### src/rtl/bcast_fifo_two.sv
// bcast_fifo_two: single-writer, dual-reader broadcast FIFO.
// One producer enqueues words. Readers A and B each see every word, in order,
// and consume at their own rate. A slot is reused only after both readers
// have dequeued it, so the slower reader governs fullness.
module bcast_fifo_two #(
    parameter int width   = 1,
    parameter int log2dep = 2
) (
    input  logic             CLK,
    input  logic             RST_N,
    input  logic [width-1:0] D_IN,
    input  logic             ENQ,
    output logic             FULL_N,
    input  logic             CLR,
    output logic [width-1:0] D_OUT_A,
    output logic             EMPTY_N_A,
    input  logic             DEQ_A,
    output logic [width-1:0] D_OUT_B,
    output logic             EMPTY_N_B,
    input  logic             DEQ_B
);

    localparam int DEPTH = 1 << log2dep;
    localparam int PW    = log2dep + 1;
    localparam logic [PW-1:0] DEPTH_P = PW'(DEPTH);
    localparam logic [PW-1:0] ONE_P   = PW'(1);

    // Pointers carry one extra MSB so that "depth outstanding" differs from "empty".
    logic [PW-1:0]    wp_q, wp_d;
    logic [PW-1:0]    ra_q, ra_d;
    logic [PW-1:0]    rb_q, rb_d;
    logic [PW-1:0]    cnt_a, cnt_b;
    logic [width-1:0] mem_q [DEPTH];

    logic enq_ok, deq_a_ok, deq_b_ok;

    // Occupancy per reader and the handshake qualifiers derived from it
    always_comb begin
        cnt_a     = wp_q - ra_q;
        cnt_b     = wp_q - rb_q;
        EMPTY_N_A = (cnt_a != '0);
        EMPTY_N_B = (cnt_b != '0);
        // FULL_N is forced low for as long as reset is asserted.
        FULL_N    = RST_N && (cnt_a != DEPTH_P) && (cnt_b != DEPTH_P);
        enq_ok    = ENQ   && FULL_N;
        deq_a_ok  = DEQ_A && EMPTY_N_A;
        deq_b_ok  = DEQ_B && EMPTY_N_B;
    end

    // Next pointer values; clear wins over every strobe in the same cycle
    always_comb begin
        wp_d = wp_q;
        ra_d = ra_q;
        rb_d = rb_q;
        if (CLR) begin
            wp_d = '0;
            ra_d = '0;
            rb_d = '0;
        end else begin
            if (enq_ok)   wp_d = wp_q + ONE_P;
            if (deq_a_ok) ra_d = ra_q + ONE_P;
            if (deq_b_ok) rb_d = rb_q + ONE_P;
        end
    end

    // Pointer registers, cleared asynchronously by reset
    always_ff @(posedge CLK or negedge RST_N) begin
        if (!RST_N) begin
            wp_q <= '0;
            ra_q <= '0;
            rb_q <= '0;
        end else begin
            wp_q <= wp_d;
            ra_q <= ra_d;
            rb_q <= rb_d;
        end
    end

    // Storage array; contents are never reset, only the pointers are
    always_ff @(posedge CLK) begin
        if (enq_ok && !CLR) begin
            mem_q[wp_q[log2dep-1:0]] <= D_IN;
        end
    end

    // Head words come straight from the registered read pointers (no bypass)
    always_comb begin
        D_OUT_A = mem_q[ra_q[log2dep-1:0]];
        D_OUT_B = mem_q[rb_q[log2dep-1:0]];
    end

endmodule
### config.mk
export PLATFORM = sky130hd
export DESIGN_NAME = bcast_fifo_two
export DESIGN_NICKNAME = d
export VERILOG_FILES = /design/src/rtl/bcast_fifo_two.sv
export SDC_FILE = /design/constraint.sdc
export NUM_CORES = 1
export LEC_CHECK = 0
export ABC_AREA = 1
export BUFFER_PORTS_ARGS = -buffer_cell sky130_fd_sc_hd__buf_4
export CAP_MARGIN = 20
export CORE_ASPECT_RATIO = 0.8
export CORE_MARGIN = 10
export CORE_UTILIZATION = 40
export CTS_CLUSTER_DIAMETER = 30
export DETAILED_ROUTE_END_ITERATION = 8
export HOLD_SLACK_MARGIN = 0.03
export PLACE_DENSITY = 0.65
export SETUP_SLACK_MARGIN = 0.1
export SYNTH_ARGS = -nofsm -noshare
export SYNTH_HDL_FRONTEND = slang
export SYNTH_SLANG_ARGS = --single-unit
### constraint.sdc
create_clock -name CLK -period 3.3 [get_ports CLK]
set_input_delay 0.165 -clock CLK [delete_from_list [all_inputs] [get_ports CLK]]
set_output_delay 0.165 -clock CLK [all_outputs]
set_load 0.03 [all_outputs]
# Word-level counts from Yosys, hierarchy flattened
# Memories as Yosys holds them, arrays and structs flattened.
# Index checks and enable logic that the tools add are counted.
dict set report word_totals {
  output_inout_bits 5
  ramBits 4
  register_bits 9
  mem_count 1
}
# name depth word_bits rd rd_clocked_by_memory_dff wr line_no
set mem_list {}
lappend mem_list {mem_q 4 1 2 0 1 33} ;# logic [width-1:0] mem_q [DEPTH];
dict set report op_classes {
  add_sub_neg 5
  n_mux 8
  reduce_logical 12
  n_eq_ne 2
}
# operator count
set op_table {}
lappend op_table {{2-to-1 mux 3 bit} 6}
lappend op_table {{adder 3 x 1 -> 3 bit (second input constant)} 3}
lappend op_table {{logical AND 1 bit} 6}
lappend op_table {{inequality test 3 bit (second input constant)} 2}
lappend op_table {{nonzero test 2 bit} 3}
lappend op_table {{nonzero test 3 bit} 2}
lappend op_table {{subtractor 3 bit} 2}
lappend op_table {{2-to-1 mux 1 bit} 2}
lappend op_table {{logical NOT 1 bit} 1}

# Longest topological paths before layout
# Gate-level depths: netlist of the first run.
dict set report depth {
  word_depth 8
  depth_mapped 13
  mapped_depth_nobuf 13
}

# Worst setup path after synthesis of the first run
# Ideal clock, no wire load.
dict set report synth_timing {
  kind {flip-flop to flip-flop}
  start {reg wp_q[1]}
  end {mem mem_q[0], enable pin}
  path_slack_ps 1412
  t_arrival_ps 1589
  synth_period_minus_slack_ps 1888
  path_buffers 0
  setup_ps 299
  required_ps 3001
  path_stages_with_launch 11
  cell_sequence {dfrtp_1 -> ha_1 -> nand2_1 -> nand2_1 -> inv_1 -> nand2_2 -> nand2_2 -> nor2_2 -> nor2_4 -> nand3_2 -> nor2_1}
}
dict set report synth_between {
  elab_chain_len 8
}
# item line_no
set synth_rtl {}
lappend synth_rtl {{start: declaration} 29} ;# logic [PW-1:0] wp_q, wp_d;
lappend synth_rtl {{start signal: assignment} 73} ;# wp_q <= wp_d;
lappend synth_rtl {{subtractor 3 bit} 39} ;# cnt_a = wp_q - ra_q;
lappend synth_rtl {{inequality test 3 bit} 44} ;# FULL_N = RST_N && (cnt_a != DEPTH_P) && (cnt_b != DEPTH_P);
lappend synth_rtl {{logical AND 1 bit} 44}
lappend synth_rtl {{logical AND 1 bit *} 44}
lappend synth_rtl {{net FULL_N} 13} ;# output logic FULL_N,
lappend synth_rtl {{logical AND 1 bit *} 45} ;# enq_ok = ENQ && FULL_N;
lappend synth_rtl {{logical AND 1 bit *} 81} ;# if (enq_ok && !CLR) begin
lappend synth_rtl {{2-to-1 mux 1 bit *} 81}
lappend synth_rtl {{2-to-1 mux 1 bit (not written as such) *} 82} ;# mem_q[wp_q[log2dep-1:0]] <= D_IN;
lappend synth_rtl {{end: declaration} 33}
# Mark *: on every way through the listed nets, which the timed path passes. The rest lies on a longest branch.

# Final worst setup path of the first run
dict set report layout_timing {
  start {reg wp_q[1]}
  end {out FULL_N}
}
dict set report layout_between {
  elab_chain_len 4
}
# item line_no
set layout_rtl {}
lappend layout_rtl {{subtractor 3 bit} 39}
lappend layout_rtl {{inequality test 3 bit} 44}
lappend layout_rtl {{logical AND 1 bit} 44}
lappend layout_rtl {{logical AND 1 bit *} 44}
lappend layout_rtl {{end: declaration} 13}
# Every way passes the cells marked *; elsewhere a longest branch is shown, timed or not.

==> results of run 1 <==
-- flip-flops by register name (all words and copies together), names as in the netlist --
name	flops
mem_q	4
ra_q	3
rb_q	3
wp_q	3
-- repair_timing --
action                                 4_1_cts  5_1_grt
endpoints found under the hold margin        9        0
hold buffers                                 1        0
resized for setup                            0        0
-- final cells by class --
type	count	area, µm²	area share
Clock buffer	3	22.5	0.0211
Clock inverter	1	5.00	0.00468
Inverter	21	78.8	0.0737
Multi-Input combinational cell	82	494	0.462
Sequential cell	13	345	0.323
Tap cell	25	31.3	0.0292
Timing Repair Buffer	12	92.6	0.0865
-- logic make-up after synthesis --
| family | after synthesis | synth area share |
|---|---|---|
| and+or+nand+nor | 58 | 0.309 |
| buffers and inverters | 22 | 0.0895 |
| DFF | 13 | 0.375 |
| AOI/OAI and AO/OA | 11 | 0.0624 |
| adders and majority gates | 10 | 0.136 |
| xor gates and xnor gates | 3 | 0.0285 |
-- worst reg2reg max path, delay by kind of cell (launching register included) --
kind | cells | cell delay (ns)
flip-flops | 1 | 0.47
AND/OR/NAND/NOR | 8 | 0.81
adder cells (fa/ha/maj) | 1 | 0.37
-- metal layers --
layer / share of wire / up-vias / routed length, µm / GRT usage
li1: - / 410 / - / -
met1: 0.49 / 357 / 899 / 0.112
met2: 0.46 / 15 / 843 / 0.143
met3: 0.057 / 0 / 105 / 0.0365
met4: 0 / 0 / 0 / 0.0140
met5: 0 / - / 0 / 0
-- where the power goes --
| group | internal [µW] | total, µW | switching [µW] |
|---|---|---|---|
| clock network | 44.9 | 99.3 | 54.3 |
| logic | 209 | 586 | 377 |
| registers | 197 | 233 | 36.6 |
-- stage by stage --
stage,util,area [µm²],hold slack (ns),instances,setup slack (ns)
finish,0.491,1070,0.0800,157,1.28
global route,0.491,1070,0.0694,157,1.14
CTS,0.491,1070,0.0713,157,1.27
detailed placement,0.474,1030,0.0141,152,1.38
global placement,0.474,1030,0.00899,152,1.45
floorplan,-,922,-0.131,117,1.41
-- final timing paths --
path / from / cells past startpoint / endpoint
setup reg to reg: wp_q[1]$_DFFE_PN0P_ / 9 / mem_q[2]$_DFFE_PP_
setup / recovery: wp_q[1]$_DFFE_PN0P_ / 8 / FULL_N
hold reg to reg: rb_q[1]$_DFFE_PN0P_ / 2 / rb_q[1]$_DFFE_PN0P_
min in group asynchronous: RST_N / 2 / rb_q[1]$_DFFE_PN0P_
max in group asynchronous: RST_N / 2 / rb_q[0]$_DFFE_PN0P_
hold / removal: D_IN / 1 / mem_q[2]$_DFFE_PP_
-- cell usage in the layout, fill, tap and decap left out, types with 2 or more instances in the layout --
master     n
ha_1      10
edfxtp_1   4
buf_4     11
inv_1     20
nand4_1    4
o21ai_0    8
o22ai_1    2
clkbuf_4   3
nand2_2    4
nand3_2    3
nor2_1    10
nand2_1   22
xor2_1     3
nand3_1   12
dfrtp_1    9
==> flow_summary.yaml, run 1 <==
status:
  status: "complete, no violations"
timing:
  layout_min_cycle_time_ns: 2.02
  hold_viol: 0
  fin_skew_ns: 0.00593
  worst_pin_slew_ns: 0.513
  fmax_mhz: 495
  rsz0062_at_grt: "no"
  final-max-slew-violation-count: 0
  fin_tns_setup_ns: 0
  timing.final.crit_share: 0.613
  relSlewSlack: 0.658
  setup_viol: 0
synthesis:
  synth_edf_count: 4
  yosys-top-cells-area: "dfrtp_1 (24%), ha_1 (14%), edfxtp_1 (13%)"
  syn_inst: 117
  ys.flop_type: "dfrtp_1"
  synth_seq_cells: 13
  yosysMostFrequentCell: "nand2_1"
  ys_types: 19
  synth_common_cells: "nand2_1 (22), inv_1 (20), nand3_1 (12), ha_1 (10), nor2_1 (10)"
  syn-cell-area_um2: 922
  synth_top_area_frac: 0.244
  avgSynthCellArea_um2: 7.88
  ys.warnings.count: 0
  async_flop_share: 0.692
  yosys.area.top_type: "dfrtp_1"
  yosysSeqAreaShare: 0.374
  syn-num-nets: 134
finish:
  area_delta_synth_final_pct: 16.0
  num_antenna_cells: 0
  fillers: 217
  nets: 150
  drive_gt1_frac: 0.189
routing:
  dr.pass1.iters: 4
  routed_wl_um: 1850
  final_antenna_net_count: 0
  drt_iter0_drc: 44
  vias: 782
  wl_per_cell_um: 11.8
  viasPerCell: 4.98
  drcViolationCount: 0
power:
  power_uw: 918
  p_leak_uw: 0.000567
  power.density_mw_per_mm2: 858
  ir_worst_vdd_mv: 0.551
critical_path:
  crit_arrival_ns: 1.86
  path_delay_family: "simple AND/OR/NAND/NOR gates"
  max_stage_delay_ns: 0.47
  cp_max_fo: 6
  cp.required_ns: 3.13
  reg2reg_slack_ns: 1.36
  path_cells: "ha_1, nand2_1, nand2_1, nand3_1, nand2_2, nor2_2, nor2_4, buf_4"
  worst_path_max_delay_cell: "dfrtp_1"
  path_buf_inv: 1
  start_kind: "flip-flop"
  crit_type: "flip-flop to primary output"
  worst_path_most_repeated_cell: "nand2_1"
  crit_path_end_kind: "primary output"
floorplan:
  core_area_mm2: 0.00218
  die-area_mm2: 0.00464
  io-pin-count: 12
  die_w_um: 73.7
  start_util: 0.424
  rows: 15
  die_h_um: 62.9
global_route:
  grt_first_pass_wirelength_um: 3480
  grt_usage: 0.0901
  grt_pass1_vias: 821
  grt-ovfl-total: 0
  antenna_found_initial: 0
  grt_max_degree: 17
clocking:
  clk_latency_ns: 0.28
  clock_sinks: 13
  path_clk_slew_ns: 0.09
  cts_max_level: 1
  cts_buffers: 3
  postCtsSetupRepairBufs: 0
  clk_path_buf_depth: 2
  root_buffer: "clkbuf_4"
  cts_tree: "yes"
place:
  routabilityCongestion: 0.786
  io_buffers: 11
  dpl.hpwl_um: 1500
flow_run:
  drv_cap: 0
hold_path:
  hold_path.class: "input port to flip-flop"
(Power assumes the default switching activity.)
==> run 2, diff against run 1 <==
--- a/config.mk
+++ b/config.mk
@@ -14,7 +14,7 @@
 export CTS_CLUSTER_DIAMETER = 30
 export DETAILED_ROUTE_END_ITERATION = 8
 export HOLD_SLACK_MARGIN = 0.03
-export PLACE_DENSITY = 0.65
+export PLACE_DENSITY = 0.67
 export SETUP_SLACK_MARGIN = 0.1
 export SYNTH_ARGS = -nofsm -noshare
 export SYNTH_HDL_FRONTEND = slang
==> constraint.sdc (replaced) <==
create_clock -name CLK -period 1.8 [get_ports CLK]
set_input_delay 0.09 -clock CLK [delete_from_list [all_inputs] [get_ports CLK]]
set_output_delay 0.09 -clock CLK [all_outputs]
set_load 0.03 [all_outputs]
==> flow_summary.yaml, run 2 (synthesis results as in run 1) <==
floorplan:
  die_w_um: 73.7
  core_area_mm2: 0.00218
  io-pin-count: 12
  start_util: 0.424
  rows: 15
  die_h_um: 62.9
  die-area_mm2: 0.00464
clocking:
  clk_latency_ns: 0.27
  path_clk_slew_ns: 0.08
  clock_sinks: 13
  cts_max_level: 1
  root_buffer: "clkbuf_4"
  cts_buffers: 3
  cts_tree: "yes"
  clk_path_buf_depth: 2
power:
  power.density_mw_per_mm2: 1700
  ir_worst_vdd_mv: 0.988
  power_uw: 2220
  p_leak_uw: 0.000667
global_route:
  antenna_found_initial: 0
  grt_usage: 0.108
  grt_pass1_vias: 899
  globalRouteMet3Util: 0.0381
  top_usage_layer: "met2"
  grt_max_degree: 12
  grt-ovfl-total: 0
  grt_first_pass_wirelength_um: 4120
  grt_use_met1: 0.133
  gr-usage-met2: 0.179
critical_path:
  start_kind: "flip-flop"
  crit_arrival_ns: 1.74
  worst_path_max_delay_cell: "dfrtp_2"
  path_delay_family: "flip-flops"
  path_buf_inv: 2
  path_cells: "ha_4, a21oi_2, nand2_1, nand3_2, nand2_2, nor2_4, buf_6, buf_6"
  crit_type: "flip-flop to primary output"
  max_stage_delay_ns: 0.46
  crit_path_end_kind: "primary output"
  cp_max_fo: 3
  worst_path_most_repeated_cell: "buf_6"
  cp.required_ns: 1.71
place:
  placedCellCount: 159
  io_buffers: 11
  routabilityCongestion: 0.778
  dpl.hpwl_um: 1740
  place_area_mm2: 0.00111
timing:
  timing.final.crit_share: 1.02
  fin_ws_ns: -0.0283
  worst_pin_slew_ns: 0.291
  final-max-slew-violation-count: 0
  fin_skew_ns: 0.00345
  layout_min_cycle_time_ns: 1.83
  hold_viol: 0
  rsz0062_at_grt: "yes"
  fin_tns_setup_ns: -0.0283
  setup_viol: 1
  fmax_mhz: 547
  relSlewSlack: 0.806
routing:
  wl_per_cell_um: 13.6
  routed_wl_um: 2360
  drt_iter0_drc: 32
  vias: 877
  dr.pass1.iters: 4
  viasPerCell: 5.04
  final_antenna_net_count: 0
  drcViolationCount: 0
finish:
  postLayoutCellArea_mm2: 0.00131
  layout_common_cells: "buf_4 (23), nand2_1 (17), inv_1 (15)"
  final_cells: 174
  area_delta_synth_final_pct: 42.2
  largest_register_ffs: 4
  num_antenna_cells: 0
  multi_input_area_um2: 591
  regArea_um2: 347
  layout_commonest_cell: "buf_4"
  fillers: 186
  drive_gt1_frac: 0.403
  final_util: 0.602
  nets: 167
hold_path:
  hold_path.class: "input port to flip-flop"
status:
  status: "finished with violations"
  violations: "setup timing"
flow_run:
  drv_cap: 0
run 2: per-stage QoR:
step                worst slack [ns]  hold WS, ns
finish                       -0.0283        0.113
global route                  -0.112        0.109
CTS                         -0.00745        0.113
detailed placement            0.0388      -0.0664
global placement              0.0662      -0.0675
floorplan                    -0.0220       -0.206
run 2: layer usage:
| layer | wire, µm | part of all wire | up-vias |
|---|---|---|---|
| met5 | 0 | 0 | - |
| met4 | 11 | 0.0047 | 0 |
| met3 | 111 | 0.047 | 2 |
| met2 | 1210 | 0.51 | 17 |
| met1 | 1030 | 0.44 | 414 |
| li1 | - | - | 444 |
run 2: tightest hold or removal path: cells and delay by family:
kind	cells	cell delay (ns)
buf+inv	1	0.12
simple gates	2	0.15
run 2: cell type report:
cell class | count | area share
well taps | 25 | 0.0239
inverters | 21 | 0.0601
repair buffers | 29 | 0.181
flip-flops and latches | 13 | 0.264
clock buffers | 4 | 0.0200
multi-input cells | 82 | 0.450
run 2: report_power, final:
part | internal [µW] | total (µW) | switching [µW] | leakage (µW)
sequential | 361 | 410 | 49.0 | 0.000156
clock | 85.9 | 181 | 94.9 | 0.0000150
combinational | 711 | 1630 | 922 | 0.000495
total | 1160 | 2220 | 1070 | 0.000667
run 2: final timing paths:
kind	end	slack [ns]	cells after the start	start
max reg2reg	mem_q[1]$_DFFE_PP_	0.01	8	wp_q[1]$_DFFE_PN0P_
min reg2reg	rb_q[2]$_DFFE_PN0P_	0.62	2	rb_q[2]$_DFFE_PN0P_
max	FULL_N	-0.03	8	wp_q[1]$_DFFE_PN0P_
max in group asynchronous	wp_q[1]$_DFFE_PN0P_	1.45	2	RST_N
min	wp_q[2]$_DFFE_PN0P_	0.11	3	ENQ
min in group asynchronous	ra_q[0]$_DFFE_PN0P_	0.18	2	RST_N
run 2: what timing repair did:
item                                   in CTS  in global routing
hold buffers                                2                  0
gates resized for setup                    11                 15
endpoints found under the hold margin      13                  0
setup endpoints to repair                   6                 13
setup buffers                               9                  1
pin swaps                                   8                 12
cloned                                      0                  0
